<file path="src/rtl/t02_mem_arb_pkg.sv">
// Shared types for the fetch/data RAM bus arbiter.
package t02_mem_arb_pkg;

    typedef enum logic [1:0] {
        IDLE   = 2'd0,
        ACCESS = 2'd1,
        RESP   = 2'd2
    } state_t;

    typedef enum logic {
        OWN_I = 1'b0,
        OWN_D = 1'b1
    } owner_t;

    typedef enum logic {
        OP_RD = 1'b0,
        OP_WR = 1'b1
    } op_t;

endpackage

</file>
<file path="src/rtl/t02_mem_arbiter.sv">
// Shares the single-port RAM bus between instruction fetch and data access.
// Data has priority; a starvation counter forces a fetch grant after
// STARVE_MAX consecutive data grants taken while fetch was waiting.
//
// state  | meaning
// -------+-----------------------------------------------------------
// IDLE   | arbitrate pending requests, latch the winner
// ACCESS | strobe the RAM with the latched request until busy drops
// RESP   | one-cycle ready pulse to the owner, no new grant
module t02_mem_arbiter
    import t02_mem_arb_pkg::*;
#(
    parameter int ADDR_W     = 32,
    parameter int DATA_W     = 32,
    parameter int STARVE_MAX = 4
)(
    input  logic              clk,
    input  logic              nRST,
    input  logic              i_req,
    input  logic [ADDR_W-1:0] i_addr,
    output logic [DATA_W-1:0] i_rdata,
    output logic              i_ready,
    input  logic              d_ren,
    input  logic              d_wen,
    input  logic [ADDR_W-1:0] d_addr,
    input  logic [DATA_W-1:0] d_wdata,
    output logic [DATA_W-1:0] d_rdata,
    output logic              d_ready,
    output logic              ram_ren,
    output logic              ram_wen,
    output logic [ADDR_W-1:0] ram_addr,
    output logic [DATA_W-1:0] ram_wdata,
    input  logic [DATA_W-1:0] ram_rdata,
    input  logic              ram_busy
);

    localparam int CNT_W = $clog2(STARVE_MAX + 1);

    state_t             state;
    owner_t             owner_q;
    op_t                op_q;
    logic [ADDR_W-1:0]  addr_q;
    logic [DATA_W-1:0]  wdata_q;
    logic [CNT_W-1:0]   starve_cnt;

    logic d_req;
    logic fetch_forced;
    logic grant_d;
    logic grant_i;

    // Arbitration decision; only acted on while IDLE.
    always_comb begin
        d_req        = d_ren | d_wen;
        fetch_forced = i_req && (starve_cnt == CNT_W'(STARVE_MAX));
        grant_d      = d_req && !fetch_forced;
        grant_i      = i_req && !grant_d;
    end

    // The address/data latches double as the RAM bus output registers;
    // they are cleared when the access ends so the bus is quiet outside ACCESS.
    assign ram_addr  = addr_q;
    assign ram_wdata = wdata_q;

    // Sequencer: grant, hold the access until RAM is free, pulse ready.
    always_ff @(posedge clk or negedge nRST) begin
        if (!nRST) begin
            state   <= IDLE;
            owner_q <= OWN_I;
            op_q    <= OP_RD;
            addr_q  <= '0;
            wdata_q <= '0;
            ram_ren <= 1'b0;
            ram_wen <= 1'b0;
            i_ready <= 1'b0;
            d_ready <= 1'b0;
            i_rdata <= '0;
            d_rdata <= '0;
        end else begin
            case (state)
                IDLE: begin
                    if (grant_d) begin
                        state   <= ACCESS;
                        owner_q <= OWN_D;
                        // A simultaneous read+write request is served as a read.
                        op_q    <= d_ren ? OP_RD : OP_WR;
                        addr_q  <= d_addr;
                        wdata_q <= d_wdata;
                        ram_ren <= d_ren;
                        ram_wen <= !d_ren;
                    end else if (grant_i) begin
                        state   <= ACCESS;
                        owner_q <= OWN_I;
                        op_q    <= OP_RD;
                        addr_q  <= i_addr;
                        wdata_q <= '0;
                        ram_ren <= 1'b1;
                        ram_wen <= 1'b0;
                    end
                end
                ACCESS: begin
                    if (!ram_busy) begin
                        state   <= RESP;
                        ram_ren <= 1'b0;
                        ram_wen <= 1'b0;
                        addr_q  <= '0;
                        wdata_q <= '0;
                        if (op_q == OP_RD) begin
                            if (owner_q == OWN_I) begin
                                i_rdata <= ram_rdata;
                            end else begin
                                d_rdata <= ram_rdata;
                            end
                        end
                        i_ready <= (owner_q == OWN_I);
                        d_ready <= (owner_q == OWN_D);
                    end
                end
                RESP: begin
                    i_ready <= 1'b0;
                    d_ready <= 1'b0;
                    state   <= IDLE;
                end
                default: begin
                    state <= IDLE;
                end
            endcase
        end
    end

    // Consecutive data grants taken while fetch was waiting.
    always_ff @(posedge clk or negedge nRST) begin
        if (!nRST) begin
            starve_cnt <= '0;
        end else if (state == IDLE) begin
            if (grant_d) begin
                if (!i_req) begin
                    starve_cnt <= '0;
                end else if (starve_cnt != CNT_W'(STARVE_MAX)) begin
                    starve_cnt <= starve_cnt + CNT_W'(1);
                end
            end else if (grant_i) begin
                starve_cnt <= '0;
            end
        end
    end

endmodule

</file>
<file path="config.mk">
export PLATFORM = sky130hd
export DESIGN_NAME = t02_mem_arbiter
export DESIGN_NICKNAME = d
export VERILOG_FILES = /design/src/rtl/t02_mem_arb_pkg.sv /design/src/rtl/t02_mem_arbiter.sv
export SDC_FILE = /design/constraint.sdc
export NUM_CORES = 1
export LEC_CHECK = 0
export CAP_MARGIN = 30
export CORE_UTILIZATION = 47
export CTS_BUF_LIST = sky130_fd_sc_hd__clkbuf_2 sky130_fd_sc_hd__clkbuf_4 sky130_fd_sc_hd__clkbuf_8
export CTS_CLUSTER_DIAMETER = 60
export CTS_CLUSTER_SIZE = 14
export DETAILED_ROUTE_END_ITERATION = 6
export GPL_TIMING_DRIVEN = 0
export PLACE_DENSITY = 0.95
export SYNTH_ARGS = -nofsm -noshare
export SYNTH_HDL_FRONTEND = slang
export SYNTH_SLANG_ARGS = --single-unit
export TNS_END_PERCENT = 30
</file>
<file path="constraint.sdc">
create_clock -name clk -period 3.63 [get_ports clk]
set_input_delay 0.5445 -clock clk [delete_from_list [all_inputs] [get_ports clk]]
set_output_delay 0.5445 -clock clk [all_outputs]
set_load 0.01 [all_outputs]
</file>
==> flow_summary.ini <==
[timing]
setup_repair_after_global_routing_missed_its_margin = no
min_period_over_period_pct = 68.3
worst_slew_pin_slew_ns = 0.697
tns_ns = 0
achievable_clock_frequency_ghz = 0.403
skew_ns = 0.00897
report.final.slew_viol_count = 0
hold_violations = 0
hold_ws_ns = 0.0874
max-slew-margin-rel_pct = 53.5
final-setup-viol-count = 0
min_period_ns = 2.48

[floorplan]
die_area_um2 = 13400
die_extent_in_y_um = 116
core_area_um2 = 12600
io_pins = 266
initial_core_util_pct = 48.0
die_w_um = 116
fp-row-count = 41

[clock_tree]
clock_tree.htree_level_count = 4
post_cts.repair.setup_buffers = 0
clk_path_buf_depth = 2
ctsHoldBuffers = 0
cts_sinks = 139
tritoncts.num_buffers = 17
cts_resized = 0
clock_root_buffer = clkbuf_8
clk_transition_reported_paths_ns = 0.07
clk_latency_ns = 0.44
cts_tree = built

[placed_design]
postPlaceCellArea_um2 = 8960
finalWeightedCongestion = 0.817
place.detailed.hpwl_um = 13800
port_buffers = 265
place.detailed.instances = 932

[logic_synthesis]
ys_warn_count = 0
synth_seq_cells = 139
synth_area_per_cell_um2 = 12.3
async_reset_ff_share_pct = 100
synth.area.top_cells = dfrtp_1 (57%), mux2_4 (7.4%), mux2_2 (6.1%)
number_of_enable_flip_flop_cells_after_synthesis = 0
ys_seq_area_share_pct = 57.4
synthesis.nets = 630
synth.cell_area_um2 = 6060
syn_inst = 494
netlist-cell-type-count = 39
yosys.area.top_type_share_pct = 57.4
synthFlopType = dfrtp_1
yosys.area.top_type = dfrtp_1

[critical_path]
critPathLaunch = d_ren
worst-setup-path-type = in2reg
critical_path_peak_fanout = 10
critical_path.endpoint_type = register
kind_of_start_point_of_the_critical_path = input port
cp_required_ns = 3.91
rr_startpoint = starve_cnt[0]$_DFFE_PN0P_
wp_data_arrival_ns = 2.76

[worst_hold_path]
worst_min_delay_path_category = in2async

[grt]
globalRoute.totalOverflow = 0
grt_antenna_before_repair = 0
vias_in_the_first_global_route = 5458
grt_pass1_wl_um = 28500
grt_usage_pct = 28.3
grt_start_max_net_pins = 75

[power_and_ir_drop]
power.static_leakage_nw = 4.03
worst_ir_drop_vdd_mv = 0.430
power.density_nw_per_um2 = 861

[finish]
layout-drive-gt1-share_pct = 14.9
finish.utilization_pct = 74.6
area_growth_pct = 55.3
multi_input_comb_area_um2 = 2210
fin_cells = 964
design_area_um2 = 9410
fillerInstances = 821
antenna_cells_inserted = 0
final_nets = 915
seqCellArea_um2 = 3480

[detailed_routing]
vias_after_detailed_routing = 5323
drt_drc_violations_left = 0
routed_wl_um = 18400
detailedRoute.firstPassIterationCount = 4
avgViaCountPerCell = 5.52
drt-wirelength-per-cell_um = 19.1
post_route_ant_nets = 0
initialDrtViolationCount = 348

[run]
maximum_capacitance_violations = 0

[status]
outcome = complete, no violations
==> metal layers <==
layer | vias up | part of all wire (%) | GRT usage (%)
li1 | 2397 | - | -
met1 | 2625 | 38 | 32.6
met2 | 257 | 51 | 48.5
met4 | 0 | 2.7 | 10.7
met5 | - | 0 | 0
met3 | 44 | 8.5 | 9.83
==> cells in the final DEF, fill, tap and decap left out, types with 5 or more instances in the layout <==
cell               n
buf_2             11
buf_6              5
clkbuf_1          32
clkbuf_8          20
clkdlybuf4s50_1  264
dfrtp_1          139
inv_1             39
mux2_2            33
mux2_4            30
nand2_1            5
nand3_1           66
nand4_1           32
o21ai_0            6
o221ai_1          32
o2bb2ai_1         32
==> cells in the mapped netlist, types with 2 or more instances <==
cell,n
ha_1,2
nand3_1,66
o21ai_0,6
a41o_1,2
inv_1,39
mux2_2,33
a21oi_1,3
and2_1,2
mux2_4,30
o2bb2ai_1,32
nand2_1,5
buf_6,4
clkbuf_1,32
nand4_1,32
dfrtp_1,139
buf_2,11
o221ai_1,32
nor2_1,2
or2_2,2
==> stage by stage <==
step,worst slack [ns],power (W)
after floorplan,1.63,0.00455
after global routing,1.02,0.00855
after detailed placement,0.759,0.00668
final,1.15,0.00810
after CTS,1.21,0.00813
after global placement,-3.13,0.00646
==> worst paths after layout <==
path / endpoint / slack, ns / depth (start not counted)
max: ram_addr[26]$_DFFE_PN0P_ / 1.15 / 7
min: i_rdata[22]$_DFFE_PN0P_ / 0.09 / 1
max reg2reg: ram_addr[26]$_DFFE_PN0P_ / 1.36 / 7
min reg2reg: ram_wdata[25]$_DFFE_PN0P_ / 0.49 / 1
max in group asynchronous: ram_wdata[6]$_DFFE_PN0P_ / 2.75 / 2
min in group clk: ram_wdata[25]$_DFFE_PN0P_ / 0.49 / 1
==> sequential cells by signal, indices dropped and copies added (netlist names) <==
register / flops
i_rdata: 32
state: 2
ram_addr: 32
ram_wen: 1
d_ready: 1
i_ready: 1
op_q: 1
starve_cnt: 3
ram_ren: 1
owner_q: 1
d_rdata: 32
ram_wdata: 32
==> power breakdown <==
group	leakage, nW	internal (W)	switching [W]	total (W)
clock network	0.226	0.000821	0.000597	0.00142
registers	1.73	0.00230	0.000456	0.00276
logic	2.08	0.00222	0.00171	0.00392
total	4.03	0.00534	0.00276	0.00810
==> critical path: stages <==
cell and delay [ns]:
clkdlybuf4s50_1 0.58, or2_2 0.15, clkbuf_1 0.32, and2_1 0.18
clkbuf_1 0.30, clkbuf_1 0.44, o221ai_1 0.24
==> area by class of cell <==
cell class / count / area share (%)
Inverter: 39 / 1.56
Tap cell: 172 / 2.29
Clock inverter: 10 / 1.73
Buffer: 48 / 2.38
Multi-Input combinational cell: 268 / 23.5
Sequential cell: 139 / 37.0
Clock buffer: 22 / 3.09
Timing Repair Buffer: 266 / 28.5
==> cells by family (layout without fill, tap and decap cells) <==
kind of cell               after synthesis  in the layout  share of synthesized area [%]
buffers and inverters                   87            385                           6.11
muxes                                   65             65                           13.9
adders and majority gates                2              2                          0.413
DFF                                    139            139                           57.4
AOI/OAI and AO/OA                       83             83                           11.4
and+or+nand+nor                        118            118                           10.8
Power figures use the tool's default switching activity.
